===== src/rtl/clock_timekeeper_if.sv =====
// Key inputs and time/display outputs of the time-of-day core.
// The key side (master) drives the raw keys and watches the display fields.
interface clock_timekeeper_if;
  logic       key_mode;
  logic       key_add;
  logic [4:0] hour;
  logic [5:0] minute;
  logic [5:0] second;
  logic [7:0] hour_bcd;
  logic [7:0] minute_bcd;
  logic       pm;
  logic [1:0] mode;
  logic       edit_blink;
  logic       second_pulse;

  modport master (
    output key_mode, key_add,
    input  hour, minute, second, hour_bcd, minute_bcd, pm, mode,
           edit_blink, second_pulse
  );

  modport slave (
    input  key_mode, key_add,
    output hour, minute, second, hour_bcd, minute_bcd, pm, mode,
           edit_blink, second_pulse
  );
endinterface


===== src/rtl/clock_timekeeper.sv =====
// Time-of-day core: cycle prescaler, HH:MM:SS counters, debounced mode/add
// keys, set-time and stop modes, blink request and BCD display fields.
module clock_timekeeper #(
  parameter int TICK_DIV        = 65536,
  parameter int DEBOUNCE_CYCLES = 1024,
  parameter bit HOUR12          = 1'b0
) (
  input logic               clock,
  input logic               reset,
  clock_timekeeper_if.slave bus
);
  localparam int PRE_W  = $clog2(TICK_DIV);
  localparam int HALF   = (TICK_DIV / 2 > 1) ? TICK_DIV / 2 : 1;
  localparam int HALF_W = (HALF > 1) ? $clog2(HALF) : 1;
  localparam int DB_W   = (DEBOUNCE_CYCLES > 1) ? $clog2(DEBOUNCE_CYCLES) : 1;
  localparam logic [PRE_W-1:0]  PRE_LAST  = PRE_W'(TICK_DIV - 1);
  localparam logic [HALF_W-1:0] HALF_LAST = HALF_W'(HALF - 1);
  localparam logic [DB_W-1:0]   DB_LAST   = DB_W'(DEBOUNCE_CYCLES - 1);

  typedef enum logic [1:0] {
    RUN      = 2'd0,
    SET_HOUR = 2'd1,
    SET_MIN  = 2'd2,
    STOP     = 2'd3
  } mode_t;

  // Increment with wrap back to zero after 'last'.
  function automatic logic [5:0] inc_wrap(input logic [5:0] v, input logic [5:0] last);
    return (v == last) ? 6'd0 : v + 6'd1;
  endfunction

  // Binary 0..59 to {tens, units} BCD.
  function automatic logic [7:0] to_bcd(input logic [5:0] v);
    return {4'(v / 6'd10), 4'(v % 6'd10)};
  endfunction

  // Index 0 is the mode key, index 1 the add key.
  logic [1:0]           raw;
  logic [1:0]           sync_p0;
  logic [1:0]           sync_p1;
  logic [1:0]           level;
  logic [1:0]           press;
  logic [1:0][DB_W-1:0] stab_cnt;

  assign raw = {bus.key_add, bus.key_mode};

  // Synchronise each key, then adopt a new level once it has held steady long enough.
  always_ff @(posedge clock or negedge reset) begin
    if (!reset) begin
      sync_p0  <= '0;
      sync_p1  <= '0;
      level    <= '0;
      press    <= '0;
      stab_cnt <= '0;
    end else begin
      sync_p0 <= raw;
      sync_p1 <= sync_p0;
      for (int k = 0; k < 2; k++) begin
        press[k] <= 1'b0;
        if (sync_p1[k] == level[k]) begin
          stab_cnt[k] <= '0;
        end else if (stab_cnt[k] == DB_LAST) begin
          stab_cnt[k] <= '0;
          level[k]    <= sync_p1[k];
          press[k]    <= sync_p1[k];
        end else begin
          stab_cnt[k] <= stab_cnt[k] + DB_W'(1);
        end
      end
    end
  end

  // A simultaneous mode press wins; the add press is dropped.
  logic press_mode;
  logic press_add;
  assign press_mode = press[0];
  assign press_add  = press[1] & ~press[0];

  mode_t mode_q;

  // Mode sequencer: RUN -> SET_HOUR -> SET_MIN -> STOP -> RUN on each mode press.
  always_ff @(posedge clock or negedge reset) begin
    if (!reset) begin
      mode_q <= RUN;
    end else if (press_mode) begin
      case (mode_q)
        RUN:      mode_q <= SET_HOUR;
        SET_HOUR: mode_q <= SET_MIN;
        SET_MIN:  mode_q <= STOP;
        default:  mode_q <= RUN;
      endcase
    end
  end

  logic [PRE_W-1:0] pre_cnt;
  logic             tick;

  // A wrap in RUN still ticks even if the mode leaves RUN on the same edge.
  assign tick = (mode_q == RUN) && (pre_cnt == PRE_LAST);

  // Prescaler runs only in RUN; held at zero otherwise so RUN always restarts a full second.
  always_ff @(posedge clock or negedge reset) begin
    if (!reset) begin
      pre_cnt <= '0;
    end else if ((mode_q != RUN) || tick) begin
      pre_cnt <= '0;
    end else begin
      pre_cnt <= pre_cnt + PRE_W'(1);
    end
  end

  logic [4:0] hour_q;
  logic [5:0] minute_q;
  logic [5:0] second_q;
  logic       pulse_q;

  // Time counters: ticks carry through s/m/h; add presses edit fields without carry.
  always_ff @(posedge clock or negedge reset) begin
    if (!reset) begin
      hour_q   <= '0;
      minute_q <= '0;
      second_q <= '0;
      pulse_q  <= 1'b0;
    end else begin
      pulse_q <= tick;
      if (tick) begin
        second_q <= inc_wrap(second_q, 6'd59);
        if (second_q == 6'd59) begin
          minute_q <= inc_wrap(minute_q, 6'd59);
          if (minute_q == 6'd59) begin
            hour_q <= 5'(inc_wrap({1'b0, hour_q}, 6'd23));
          end
        end
      end else if (press_add) begin
        case (mode_q)
          SET_HOUR: hour_q <= 5'(inc_wrap({1'b0, hour_q}, 6'd23));
          SET_MIN: begin
            minute_q <= inc_wrap(minute_q, 6'd59);
            second_q <= '0;
          end
          STOP:    second_q <= '0;
          default: ;
        endcase
      end
    end
  end

  logic [HALF_W-1:0] half_cnt;
  logic              blink_phase;

  // Free-running half-second counter; flips the blink phase on every wrap.
  always_ff @(posedge clock or negedge reset) begin
    if (!reset) begin
      half_cnt    <= '0;
      blink_phase <= 1'b0;
    end else if (half_cnt == HALF_LAST) begin
      half_cnt    <= '0;
      blink_phase <= ~blink_phase;
    end else begin
      half_cnt <= half_cnt + HALF_W'(1);
    end
  end

  logic [4:0] disp_hour;

  // Display hour: 00..23, or 12,1..12,1..11 in 12-hour format.
  always_comb begin
    disp_hour = hour_q;
    if (HOUR12) begin
      if (hour_q == 5'd0) begin
        disp_hour = 5'd12;
      end else if (hour_q > 5'd12) begin
        disp_hour = hour_q - 5'd12;
      end
    end
  end

  assign bus.hour         = hour_q;
  assign bus.minute       = minute_q;
  assign bus.second       = second_q;
  assign bus.hour_bcd     = to_bcd({1'b0, disp_hour});
  assign bus.minute_bcd   = to_bcd(minute_q);
  assign bus.pm           = (hour_q >= 5'd12);
  assign bus.mode         = mode_q;
  assign bus.edit_blink   = blink_phase & ((mode_q == SET_HOUR) || (mode_q == SET_MIN));
  assign bus.second_pulse = pulse_q;
endmodule


===== src/flat_wrapper.sv =====
// flat-port wrapper written by rule: the top's interface ports become plain ports
module clock_timekeeper_flat 
#(
  parameter int TICK_DIV        = 65536,
  parameter int DEBOUNCE_CYCLES = 1024,
  parameter bit HOUR12          = 1'b0
)
  (clock, reset, bus_key_mode, bus_key_add, bus_hour, bus_minute, bus_second, bus_hour_bcd, bus_minute_bcd, bus_pm, bus_mode, bus_edit_blink, bus_second_pulse);
  clock_timekeeper_if bus_i ();
  input logic clock;
  input logic reset;
  input wire logic [$bits(bus_i.key_mode)-1:0] bus_key_mode;
  input wire logic [$bits(bus_i.key_add)-1:0] bus_key_add;
  output wire logic [$bits(bus_i.hour)-1:0] bus_hour;
  output wire logic [$bits(bus_i.minute)-1:0] bus_minute;
  output wire logic [$bits(bus_i.second)-1:0] bus_second;
  output wire logic [$bits(bus_i.hour_bcd)-1:0] bus_hour_bcd;
  output wire logic [$bits(bus_i.minute_bcd)-1:0] bus_minute_bcd;
  output wire logic [$bits(bus_i.pm)-1:0] bus_pm;
  output wire logic [$bits(bus_i.mode)-1:0] bus_mode;
  output wire logic [$bits(bus_i.edit_blink)-1:0] bus_edit_blink;
  output wire logic [$bits(bus_i.second_pulse)-1:0] bus_second_pulse;
  assign bus_i.key_mode = bus_key_mode;
  assign bus_i.key_add = bus_key_add;
  assign bus_hour = bus_i.hour;
  assign bus_minute = bus_i.minute;
  assign bus_second = bus_i.second;
  assign bus_hour_bcd = bus_i.hour_bcd;
  assign bus_minute_bcd = bus_i.minute_bcd;
  assign bus_pm = bus_i.pm;
  assign bus_mode = bus_i.mode;
  assign bus_edit_blink = bus_i.edit_blink;
  assign bus_second_pulse = bus_i.second_pulse;
  clock_timekeeper #(.TICK_DIV(TICK_DIV), .DEBOUNCE_CYCLES(DEBOUNCE_CYCLES), .HOUR12(HOUR12)) u_core (.clock(clock), .reset(reset), .bus(bus_i));
endmodule

===== config.mk =====
export PLATFORM = sky130hd
export DESIGN_NAME = clock_timekeeper_flat
export DESIGN_NICKNAME = d
export VERILOG_FILES = /design/src/rtl/clock_timekeeper_if.sv /design/src/rtl/clock_timekeeper.sv /design/src/flat_wrapper.sv
export SDC_FILE = /design/constraint.sdc
export NUM_CORES = 1
export LEC_CHECK = 0
export ABC_AREA = 1
export ABC_CLOCK_PERIOD_IN_PS = 4350
export BUFFER_PORTS_ARGS = -buffer_cell sky130_fd_sc_hd__clkbuf_2
export CAP_MARGIN = 15
export CORE_ASPECT_RATIO = 1.5
export CORE_MARGIN = 3
export CORE_UTILIZATION = 30
export CTS_BUF_LIST = sky130_fd_sc_hd__clkbuf_16
export CTS_CLUSTER_SIZE = 30
export DETAILED_ROUTE_END_ITERATION = 7
export GPL_TIMING_DRIVEN = 0
export PLACE_DENSITY = 0.46
export SLEW_MARGIN = 20
export SYNTH_ARGS = -nofsm -noshare
export SYNTH_HDL_FRONTEND = slang
export SYNTH_SLANG_ARGS = --single-unit

===== constraint.sdc =====
create_clock -name clock -period 4.35 [get_ports clock]
set_clock_uncertainty 0.1 [all_clocks]
set_input_delay 0.435 -clock clock [delete_from_list [all_inputs] [get_ports clock]]
set_output_delay 0.435 -clock clock [all_outputs]
set_load 0.01 [all_outputs]

==> results.md <==
* Post-Synth Adder-Cell Area at 0.0477
* Htree depth at 3
* R2R depth at 8
* Post-CTS Setup Repair Bufs at 0
* Main combinational cell family by area after synthesis: simple AND/OR/NAND/NOR gates
* Register Area at 2000 sq um
* Power Dens Cells at roughly 290 nW/um^2
* PostCTS Resize Cnt at 0
* Synth top area share at 0.449
* Antenna-violating nets left at 0
* Simple-gate share of the synthesized area at 0.295
* Final Hold Viols at 0
* F_max at 383 MHz
* Reg2reg start: u_core.bus.minute[0]
* Worst rel slew slack at 0.579
* Routability Congestion at 0.812
* Max-cap violations at 0
* Yosys warns at 0
* Nets@finish at 615
* Netlist cell types at 40
* XOR/XNOR Fraction of Synth Area at 0.0569
* Critical path class: flop to primary output
* Worst path most repeated cell: nand2_1
* Initial core utilization at 0.307
* Synth Flop Type: dfrtp_1
* Tmin final at 2.61 ns
* Register area share after synthesis at 0.449
* Hpwl dp at between 6000 and 7000 um
* Slowest cell on the critical path: dfrtp_1
* Global-route wire length before repair at ~16000 um
* CORE AREA at 14500 sq um
* Gr usage total at 0.118
* PortBufs at 38
* Layout area overhead at 16.2%
* # diodes at 0
* P_leak at approximately 0.0026 uW
* Row count at 54
* Synth Area per Inst at ~8 sq um
* CTS tree: yes
* Mapped Cells at 543
* Multi-input gate area at 2120 sq um
* Clock network fraction of design power at 0.468
* RSZ-0062 raised after global routing: no
* Yosys top cell by area: dfrtp_1
* Synthesis-stage register bit count at 80
* Worst slew pin tran at roughly 0.63 ns
* Vias in the first global route at 3571
* VDD IR max at roughly 170 uV
* 1st-pass router iterations at 4
* CP Max Fanout at 7
* Vias at 3564
* Sequential share of power at 0.511
* Synth Area in Compound Gates at 0.0732
* Clock root buffer: clkbuf_16
* DRT Wirelength at about 9000 um
* Sw frac at 0.227
* Placed cells at roughly 800
* Bufs on Longest Clock Path at 2
* Setup crit end kind: primary output
* P_int at 1140 uW
* Crit share post-route at 0.600
* Mux cell area share after synthesis at 0
* # setup viols final at 0
* WL/cell at 11.3 um
* Psw at between 300 and 400 uW
* Async SR Flop Fraction at 1.00
* Fillers at around 1500
* Combinational fraction of design power at 0.021
* Critical Path AT at 2.08 ns
* Setup TNS Final at 0 ns
* Status: complete, no violations
* Worst skew pair latency at around 0.34 ns
* Top cells by area, synth: dfrtp_1, nand2_1, inv_1, nor2_1, nand3_1
* Crit start category: flop
* FF-to-FF setup slack at 2.34 ns
* Iteration-0 DRC Markers at 124
* GRT overflow at 0
* CTS Buf Count at 9
* Height of the die at around 160 um
* Clock sink count at 80
* Hold WC Path Type: input pin to async pin
* Critical R2R Capture: u_core.bus.hour[0]
* DRC errors left at 0
* CTS hold repair buffers at 0
* Required @ worst endpoint at about 3.8 ns
* Clk slew on worst S/H paths at 0.07 ns
* Vias per cell at ~4.5
* Die area at ~16000 sq um
* Critical path buffer and inverter count at 4
* Max incr delay on CP at approximately 0.46 ns
* Initial antenna violation count at 0
* Die X at between 100 and 150 um
* Delay-heaviest family, CP: simple AND/OR/NAND/NOR gates
* Number of synthesized flops with an enable pin at 0
* Ports at 42
* CP cell instances: inv_1 > nand3_1 > a21o_1 > nand2_1 > inv_1 > ha_1 > inv_1 > nand3_1 > nand2_1 > nand2_1 > nand2_1 > clkbuf_2
* Final Max Slew Viols at 0
* Mapped Area at between 4000 and 5000 sq um
* Non-filler cells, final at 795
* Largest net degree at the start of global routing at 81
* Layout cells sized above 1 at 0.145
## power groups by stage
stage | combinational (uW) | clock (uW) | sequential, uW
detailed placement | 33.4 | 0 | 770
floorplan | 13.4 | 0 | 769
CTS | 33.5 | 721 | 756
global placement | 32.0 | 0 | 770
global route | 38.3 | 754 | 757
finish | 31.1 | 693 | 756
## synthesized netlist by cell type, drive strengths merged (2+ instances only)
cell type    n
inv         75
nor3        16
a21oi       20
nor3b        2
buf          9
nand3b       2
nor2        70
xor2        21
a211oi       2
dfrtp       80
nand4       16
ha          17
o211ai       3
o21ai       25
nand3       47
nand2      118
xnor2        8
nor4         2
## layout make-up
cell class / count / area share
Clock buffer: 9 / 0.0434
Inverter: 75 / 0.0543
Clock inverter: 7 / 0.00917
Tap cell: 196 / 0.0473
Sequential cell: 80 / 0.386
Timing Repair Buffer: 38 / 0.0384
Buffer: 9 / 0.0128
Multi-Input combinational cell: 381 / 0.409
## registers in the layout (all words and copies together) (netlist names), 2 cells and up
| name | count |
|---|---|
| u_core.bus.mode | 2 |
| u_core.level | 2 |
| u_core.press | 2 |
| u_core.bus.hour | 5 |
| u_core.bus.second | 6 |
| u_core.pre_cnt | 16 |
| u_core.sync_p1 | 2 |
| u_core.sync_p0 | 2 |
| u_core.stab_cnt | 20 |
| u_core.half_cnt | 15 |
| u_core.bus.minute | 6 |
## cell usage in the layout (no fill, tap or decap), drive strengths merged, types with 2 or more instances in the layout
cell type / n
xor2: 21
dfrtp: 80
xnor2: 8
nand2: 118
nor4: 2
a211oi: 2
ha: 17
nand3: 47
clkbuf: 47
inv: 76
nor3b: 2
o21ai: 25
nor2: 70
nand4: 16
nand3b: 2
nor3: 16
a21oi: 20
clkinv: 5
conb: 3
o211ai: 3
buf: 9
## cell families (layout without fill, tap and decap cells)
logic type / after synthesis / count (layout)
and+or+nand+nor: 275 / 275
AOI/OAI and AO/OA: 57 / 57
DFF: 80 / 80
buffers and inverters: 84 / 138
xor gates and xnor gates: 29 / 29
adders and majority gates: 17 / 17
other: 1 / 3
## metal layers
layer,wire length (um),share of wire,GRT usage
met1,3790,0.42,0.132
met2,4690,0.52,0.220
met3,302,0.034,0.0162
met4,199,0.022,0.0556
met5,0,0,0
## metrics by stage
step | util | area [sq um] | hold slack, ns | worst slack [ns] | total power, uW
floorplan | - | 4470 | 0.0394 | 2.27 | 782
global placement | 0.338 | 4900 | 0.236 | 1.85 | 802
detailed placement | 0.338 | 4910 | 0.238 | 2.08 | 803
CTS | 0.357 | 5190 | 0.0574 | 1.71 | 1510
global route | 0.357 | 5190 | 0.0784 | 1.54 | 1550
finish | 0.357 | 5190 | 0.0114 | 1.74 | 1480
## worst max path at each step
| stage | start | endpoint | slack (ns) | depth (start not counted) |
|---|---|---|---|---|
| final | u_core.bus.minute[4] | bus_minute_bcd[3] | 1.74 | 12 |
| after global routing | u_core.bus.minute[4] | bus_minute_bcd[3] | 1.54 | 12 |
| after CTS | u_core.bus.minute[3] | bus_minute_bcd[3] | 1.71 | 13 |
| after detailed placement | u_core.bus.minute[3] | bus_minute_bcd[3] | 2.08 | 13 |
| after global placement | reset | u_core.stab_cnt[13] | 1.85 | 1 |
| after floorplan | u_core.bus.minute[3] | bus_minute_bcd[3] | 2.27 | 12 |
(Power assumes the default switching activity.)
